<file path="config.mk">
export PLATFORM = sky130hd
export DESIGN_NAME = mul_unit_flat
export DESIGN_NICKNAME = d
export VERILOG_FILES = /design/src/rtl/mul_pkg.sv /design/src/rtl/mul_unit_if.sv /design/src/rtl/mul_unit.sv /design/src/flat_wrapper.sv
export SDC_FILE = /design/constraint.sdc
export NUM_CORES = 1
export LEC_CHECK = 0
export ABC_AREA = 1
export ABC_CLOCK_PERIOD_IN_PS = 5000
export BUFFER_PORTS_ARGS = -buffer_cell sky130_fd_sc_hd__clkbuf_2
export CORE_ASPECT_RATIO = 1.25
export CORE_MARGIN = 2
export CORE_UTILIZATION = 60
export DETAILED_ROUTE_END_ITERATION = 7
export PLACE_DENSITY = 0.78
export SLEW_MARGIN = 20
export SYNTH_ARGS = -nofsm -noshare
export SYNTH_HDL_FRONTEND = slang
export SYNTH_SLANG_ARGS = --single-unit
export TNS_END_PERCENT = 30
</file>
<file path="constraint.sdc">
create_clock -name clk -period 5 [get_ports clk]
set_input_delay 0.75 -clock clk [delete_from_list [all_inputs] [get_ports clk]]
set_output_delay 0.75 -clock clk [all_outputs]
set_load 0.1 [all_outputs]
</file>
<file path="src/rtl/mul_pkg.sv">
// Shared definitions for the iterative shift-add multiplier.
// Holds the operand width, the counter width and the FSM state encoding.
package mul_pkg;

  localparam int MUL_WIDTH = 32;
  localparam int MUL_CNT_W = $clog2(MUL_WIDTH);

  typedef enum logic [1:0] {
    IDLE = 2'd0,
    RUN  = 2'd1,
    DONE = 2'd2
  } state_t;

endpackage

</file>
<file path="src/rtl/mul_unit_if.sv">
// Request/result bundle between the multicycle controller (master) and the multiplier (slave).
interface mul_unit_if
  import mul_pkg::*;
#(
  parameter int WIDTH = MUL_WIDTH
) ();

  logic             start;
  logic             longFlag;
  logic             signedMul;
  logic [WIDTH-1:0] SrcA;
  logic [WIDTH-1:0] SrcB;
  logic             busy;
  logic             done;
  logic [WIDTH-1:0] ResultLo;
  logic [WIDTH-1:0] ResultHi;
  logic [1:0]       MulFlags;

  modport master (
    output start, longFlag, signedMul, SrcA, SrcB,
    input  busy, done, ResultLo, ResultHi, MulFlags
  );

  modport slave (
    input  start, longFlag, signedMul, SrcA, SrcB,
    output busy, done, ResultLo, ResultHi, MulFlags
  );

endinterface

</file>
<file path="src/rtl/mul_unit.sv">
// Iterative shift-add multiplier: one partial product per RUN cycle, fixed WIDTH-cycle run.
// Signed mode multiplies magnitudes and negates the 2*WIDTH product on the way into DONE.
module mul_unit
  import mul_pkg::*;
#(
  parameter int WIDTH = MUL_WIDTH
) (
  input  logic      clk,
  input  logic      reset,
  mul_unit_if.slave bus
);

  localparam int CW = $clog2(WIDTH);

  state_t             r_state;
  logic [2*WIDTH-1:0] r_mcand;
  logic [WIDTH-1:0]   r_mplier;
  logic [2*WIDTH-1:0] r_acc;
  logic [CW-1:0]      r_cnt;
  logic               r_long;
  logic               r_neg;
  logic               r_busy;
  logic               r_done;
  logic [WIDTH-1:0]   r_res_lo;
  logic [WIDTH-1:0]   r_res_hi;
  logic [1:0]         r_flags;

  logic               w_sgn;
  logic [WIDTH-1:0]   w_abs_a;
  logic [WIDTH-1:0]   w_abs_b;
  logic [2*WIDTH-1:0] w_acc_sum;
  logic [2*WIDTH-1:0] w_prod;
  logic [WIDTH-1:0]   w_prod_lo;
  logic [WIDTH-1:0]   w_prod_hi;
  logic               w_n;
  logic               w_z;

  // signedMul only matters for the long forms; the low word of MUL is sign-agnostic.
  assign w_sgn   = bus.longFlag & bus.signedMul;
  assign w_abs_a = (w_sgn && bus.SrcA[WIDTH-1]) ? -bus.SrcA : bus.SrcA;
  assign w_abs_b = (w_sgn && bus.SrcB[WIDTH-1]) ? -bus.SrcB : bus.SrcB;

  // The final RUN cycle's partial product is folded in before the result is captured.
  assign w_acc_sum = r_acc + (r_mplier[0] ? r_mcand : '0);
  assign w_prod    = r_neg ? -w_acc_sum : w_acc_sum;
  assign w_prod_lo = w_prod[WIDTH-1:0];
  assign w_prod_hi = r_long ? w_prod[2*WIDTH-1:WIDTH] : '0;
  assign w_n       = r_long ? w_prod[2*WIDTH-1] : w_prod[WIDTH-1];
  assign w_z       = r_long ? (w_prod == '0) : (w_prod_lo == '0);

  always_ff @(posedge clk) begin
    if (reset) begin
      r_state  <= IDLE;
      r_mcand  <= '0;
      r_mplier <= '0;
      r_acc    <= '0;
      r_cnt    <= '0;
      r_long   <= 1'b0;
      r_neg    <= 1'b0;
      r_busy   <= 1'b0;
      r_done   <= 1'b0;
      r_res_lo <= '0;
      r_res_hi <= '0;
      r_flags  <= '0;
    end else begin
      case (r_state)
        IDLE, DONE: begin
          r_done <= 1'b0;
          if (bus.start) begin
            r_mcand  <= {{WIDTH{1'b0}}, w_abs_a};
            r_mplier <= w_abs_b;
            r_neg    <= w_sgn & (bus.SrcA[WIDTH-1] ^ bus.SrcB[WIDTH-1]);
            r_long   <= bus.longFlag;
            r_acc    <= '0;
            r_cnt    <= '0;
            r_busy   <= 1'b1;
            r_state  <= RUN;
          end else begin
            r_busy  <= 1'b0;
            r_state <= IDLE;
          end
        end
        RUN: begin
          r_acc    <= w_acc_sum;
          r_mcand  <= r_mcand << 1;
          r_mplier <= r_mplier >> 1;
          r_cnt    <= r_cnt + 1'b1;
          if (r_cnt == CW'(WIDTH - 1)) begin
            r_busy   <= 1'b0;
            r_done   <= 1'b1;
            r_res_lo <= w_prod_lo;
            r_res_hi <= w_prod_hi;
            r_flags  <= {w_n, w_z};
            r_state  <= DONE;
          end
        end
        default: begin
          r_busy  <= 1'b0;
          r_done  <= 1'b0;
          r_state <= IDLE;
        end
      endcase
    end
  end

  assign bus.busy     = r_busy;
  assign bus.done     = r_done;
  assign bus.ResultLo = r_res_lo;
  assign bus.ResultHi = r_res_hi;
  assign bus.MulFlags = r_flags;

endmodule

</file>
<file path="src/flat_wrapper.sv">
// flat-port wrapper written by rule: the top's interface ports become plain ports
module mul_unit_flat import mul_pkg::*;
#(
  parameter int WIDTH = MUL_WIDTH
)
  (clk, reset, bus_start, bus_longFlag, bus_signedMul, bus_SrcA, bus_SrcB, bus_busy, bus_done, bus_ResultLo, bus_ResultHi, bus_MulFlags);
  mul_unit_if #(.WIDTH(WIDTH)) bus_i ();
  input  logic clk;
  input  logic reset;
  input wire logic [$bits(bus_i.start)-1:0] bus_start;
  input wire logic [$bits(bus_i.longFlag)-1:0] bus_longFlag;
  input wire logic [$bits(bus_i.signedMul)-1:0] bus_signedMul;
  input wire logic [$bits(bus_i.SrcA)-1:0] bus_SrcA;
  input wire logic [$bits(bus_i.SrcB)-1:0] bus_SrcB;
  output wire logic [$bits(bus_i.busy)-1:0] bus_busy;
  output wire logic [$bits(bus_i.done)-1:0] bus_done;
  output wire logic [$bits(bus_i.ResultLo)-1:0] bus_ResultLo;
  output wire logic [$bits(bus_i.ResultHi)-1:0] bus_ResultHi;
  output wire logic [$bits(bus_i.MulFlags)-1:0] bus_MulFlags;
  assign bus_i.start = bus_start;
  assign bus_i.longFlag = bus_longFlag;
  assign bus_i.signedMul = bus_signedMul;
  assign bus_i.SrcA = bus_SrcA;
  assign bus_i.SrcB = bus_SrcB;
  assign bus_busy = bus_i.busy;
  assign bus_done = bus_i.done;
  assign bus_ResultLo = bus_i.ResultLo;
  assign bus_ResultHi = bus_i.ResultHi;
  assign bus_MulFlags = bus_i.MulFlags;
  mul_unit #(.WIDTH(WIDTH)) u_core (.clk(clk), .reset(reset), .bus(bus_i));
endmodule
</file>
Word-level counts from Yosys, hierarchy flattened
Index checks and enable logic that the tools add are counted.
{ "word_totals": {"mem_bits_ro": 0, "memories": 0, "ff_bits": 237, "input_bits": 69, "latch_bits": 0, "ramBits": 0, "output_inout_bits": 68} }
{ "op_classes": {"eq_ne": 5, "reduce_logical": 11, "mul": 0, "n_bitwise": 4, "magnitude_cmp": 0, "div": 0, "n_mux": 21, "add_sub_neg": 5, "shifts": 0} }
{ "op_table": {"columns": ["cell", "count"], "rows": [
  ["$mux W64", 4],
  ["$pmux W64 S2", 2],
  ["$mux W32", 4],
  ["$add A64 B64 Y64", 1],
  ["$logic_not A64 Y1", 1],
  ["$neg A32 Y32", 2],
  ["$neg A64 Y64", 1],
  ["$pmux W32 S2", 1],
  ["$logic_not A32 Y1", 1],
  ["$pmux W5 S2", 1],
  ["$reduce_and A2 Y1", 3],
  ["$add A5 B1 Y5 const B", 1],
  ["$eq A5 B5 Y1 const B", 1],
  ["$mux W1", 5],
  ["$mux W5", 1],
  ["$pmux W2 S2", 1],
  ["$reduce_or A2 Y1", 2],
  ["$and A1 B1 Y1", 2],
  ["$eq A2 B1 Y1 const B", 1],
  ["$eq A2 B2 Y1 const B", 1],
  ["$logic_and A1 B1 Y1", 2],
  ["$logic_not A2 Y1", 1],
  ["$mux W2", 1],
  ["$ne A2 B1 Y1 const B", 1],
  ["other kinds (5)", 5]
]} }

Depth between registers and ports, before layout
{ "depth": {"word_depth": 6, "depth_mapped": 35, "ltp_nobuf": 33} }

Worst setup path before layout
No wires, ideal clock.
{ "synth_path": {"kind": "register to register", "from": "register u_core.r_mplier[0]", "to": "register u_core.r_flags[0], in the netlist u_core.bus.MulFlags[0]", "setup_slack_ns": 1.186, "synth_period_minus_slack_ns": 3.814, "stages_incl_launch_ff": 30, "required_ns": 4.933, "arrival_time_ns": 3.747, "cell_sequence": "dfxtp_1 clkbuf_1 clkbuf_1 nand2_1 inv_1 ha_1 inv_1 fa_1 ha_1 inv_1 a21oi_1 nand3_1 nor2_1 nand2_1 nor2_1 nand3_1 nor2_1 nand3_2 nor2_2 nand2_1 nand2_1 xor2_1 nand2_1 nor2_1 nand2_1 nor2_1 nand3_1 nand2_1 nand2_1 a21oi_2"} }
{ "synth_via": {"elab_chain_len": 6, "elab_cells_between_ends": 7, "classes_between": "add/sub: 2; mux: 3; reduce/logical: 2"} }
{ "synth_rtl": {"columns": ["item", "line_no", "rtl"], "rows": [
  ["start, declared", "mul_unit.sv:17", "logic [WIDTH-1:0] r_mplier;"],
  ["start signal, assigned", "mul_unit.sv:71", "r_mplier <= w_abs_b;"],
  ["start signal, assigned", "mul_unit.sv:86", "r_mplier <= r_mplier >> 1;"],
  ["$mux W64 *", "mul_unit.sv:44", "assign w_acc_sum = r_acc + (r_mplier[0] ? r_mcand : '0);"],
  ["$add A64 B64 Y64 *", "mul_unit.sv:44", null],
  ["$neg A64 Y64", "mul_unit.sv:45", "assign w_prod = r_neg ? -w_acc_sum : w_acc_sum;"],
  ["$mux W64 *", "mul_unit.sv:45", null],
  ["$logic_not A64 Y1 or $logic_not A32 Y1 (tied branches)", "mul_unit.sv:49", "assign w_z = r_long ? (w_prod == '0) : (w_prod_lo == '0);"],
  ["$mux W1 *", "mul_unit.sv:49", null],
  ["end signal, assigned", "mul_unit.sv:93", "r_flags <= {w_n, w_z};"],
  ["end, declared", "mul_unit.sv:26", "logic [1:0] r_flags;"]
]} }
Every way passes the cells marked *; elsewhere a longest branch is shown, timed or not.
A chain may end at the register's enable or synchronous reset.

Worst setup path in the final report
Ends and elaborated chain as after synthesis.

==> results_dict.tcl <==
set metrics [dict create \
    root_buffer "clkbuf_16" \
    finalSetupTns_ps 0 \
    yosysTopAreaCell "dfxtp_1" \
    timing.final.crit_share_pct 90.1 \
    cts_tree "yes" \
    wirelength_um 72100 \
    crit_path_end_kind "flop" \
    cp_data_arrival_time_ps 5020 \
    multi_input_area_um2 11700 \
    netlist_area_um2 19200 \
    worst_slack_ps 496 \
    die_h_um 204 \
    vdd_ir_drop_max_v 0.000323 \
    slew_violations 0 \
    wl_per_cell_um 18.4 \
    yosysMostFrequentCell "nand2_1" \
    synth.area.top_cells "dfxtp_1 25%, nand2_1 22%, inv_1 12%, nand3_1 6.4%, nor2_1 5.2%" \
    finalCriticalPeriod_ps 4500 \
    whs_ps 427 \
    rsz0062_at_grt "no" \
    yosysWarnings 0 \
    core_region_area_um2 31700 \
    stdcell_count 3907 \
    cts_resized 0 \
    ctsHoldBuffers 0 \
    synthTopCellsByCount "1117 x nand2_1, 630 x inv_1, 265 x nor2_1" \
    n_antenna_cell 0 \
    post-place-ws_ps 714 \
    ys.flop_type "dfxtp_1" \
    num_rows 73 \
    route.met3.wl_um 4730 \
    max-slew-margin-rel_pct 27.0 \
    grt_max_degree 95 \
    top_layer "met4" \
    cts_buffers 27 \
    timing_hold_violations_final 0 \
    cpMostUsedCell "nand2_1" \
    synth_seq_area_share_pct 24.5 \
    synthesis.nets 3524 \
    cts.path.max_buffers 3 \
    die-area_um2 33500 \
    power_density_nw_per_um2 255 \
    clkSlewWorstSetupHoldPaths_ps 60 \
    syn_inst 3386 \
    grt_pass1_vias 21290 \
    grt_antenna_before_repair 0 \
    ant_nets 0 \
    p_leak_nw 11.7 \
    initial_utilization_pct 60.7 \
    dr.pass1.iters 6 \
    drv_cap 0 \
    cts_sinks 236 \
    required_ps 5520 \
    nets 3615 \
    yosys.area.top_type_share_pct 24.5 \
    overflow 0 \
    detailed_place_hpwl_um 56000 \
    place_inst 3860 \
    max_freq_ghz 0.222 \
    seqCellArea_um2 4730 \
    critPathKind "flop to flop" \
    track_usage_pct 42.6 \
    io_pins 137 \
    async_flop_share_pct 0 \
    crit_path_max_fanout 62 \
    ys_ff_latch 236 \
    wl_met2_um 33800 \
    skew_ps 20.3 \
    status "completed" \
    clkLatencyLatePin_ps 600 \
    drive_gt1_share_pct 9.44 \
    worst_slew_pin_slew_ps 1090 \
    die_width_um 164 \
    drtIter0Drc 1871 \
    h-tree-depth 1 \
    ys_types 49 \
    numPortBuffers 136 \
    startpoint_type "flop" \
    critPathSlowestCell "ha_1" \
    grt_pass1_wl_um 111000 \
    drcViolationCount 0 \
    synth-edff-count 0 \
    avgSynthCellArea_um2 5.68 \
    via_per_inst 5.68 \
    critPathMaxStageDelay_ps 440 \
    fillers 2975 \
    hold_class "primary input to flop" \
    post_cts_buffers 0 \
    setup_viol 0 \
    place_congestion 1.11 \
    syn_to_final_growth_pct 10.5 \
    p_total_mw 5.43 \
    vias 22202 \
    wl_met1_um 25400 \
]
-- per-layer routing --
layer	up-vias	GRT usage, %
met1	9976	43.9
met2	1045	72.9
li1	10808	-
met3	373	6.23
met5	-	0
met4	0	40.7
-- state kept, by name, summed over array words and instances, names as in the netlist, 2 cells and up --
| register | flops |
|---|---|
| u_core.r_acc | 64 |
| u_core.r_mcand | 64 |
| u_core.bus.ResultHi | 32 |
| u_core.bus.ResultLo | 32 |
| u_core.r_mplier | 32 |
| u_core.r_cnt | 5 |
| u_core.bus.MulFlags | 2 |
| u_core.r_state | 2 |
-- worst max-delay path, delay by kind of cell, from the launching register on --
kind / cells / cell delay (ps)
adder cells (fa/ha/maj): 1 / 440
AO/OA/AOI/OAI: 1 / 120
AND/OR/NAND/NOR: 22 / 3070
buffers and inverters: 4 / 440
flip-flops: 1 / 350
-- through the flow --
step           instance area, µm²  utilization, %
6_report                    21300            67.1
3_5_place_dp                20300            64.0
3_3_place_gp                20300            64.0
5_1_grt                     21300            67.1
2_1_floorplan               19200               -
4_1_cts                     21300            67.1
-- where the power goes --
group	internal, mW	leakage, nW	switching (mW)	total, mW
combinational	0.343	9.32	0.821	1.16
clock	1.35	0.476	0.902	2.25
sequential	1.96	1.92	0.0620	2.02
total	3.65	11.7	1.78	5.43
-- placed cells by master (no fill, tap or decap), types with 35 or more instances in the layout --
cell type  synthesis  final
a21oi_1          155    155
clkbuf_2           0    136
dfxtp_1          236    234
ha_1              68     68
inv_1            630    628
nand2_1         1117   1115
nand2_2           33     35
nand3_1          246    246
nand4_1           36     36
nor2_1           265    263
o21ai_0          165    165
o221ai_1          43     43
xor2_1            46     46
-- final timing paths --
path                                                to                                  from  cells past startpoint  slack (ps)
hold / removal          u_core.r_mcand[1]$_SDFFE_PP0P_                           bus_SrcA[1]                      3         430
hold reg to reg   u_core.bus.ResultHi[16]$_SDFFE_PP0P_  u_core.bus.ResultHi[16]$_SDFFE_PP0P_                      2         460
setup reg to reg   u_core.bus.MulFlags[0]$_SDFFE_PP0P_       u_core.r_mplier[0]$_SDFFE_PP0P_                     28         500
setup / recovery   u_core.bus.MulFlags[0]$_SDFFE_PP0P_       u_core.r_mplier[0]$_SDFFE_PP0P_                     28         500
-- cell type report --
cell class                 instances  area share, %
multi-input combinational       2399           55.1
inverter                         656           11.6
sequential                       236           22.2
tap                              412           2.42
clock inverter                    16           1.24
timing repair buffer             157           4.06
clock buffer                      31           3.39
-- cell families after synthesis --
| kind of cell | share of synthesized area (%) |
|---|---|
| DFF | 24.5 |
| AOI/OAI and AO/OA | 13.7 |
| and+or+nand+nor | 39.6 |
| adders and majority gates | 4.53 |
| buffers and inverters | 14.7 |
| xor gates and xnor gates | 3.00 |
Note: power is estimated with default switching activity, not from simulation.
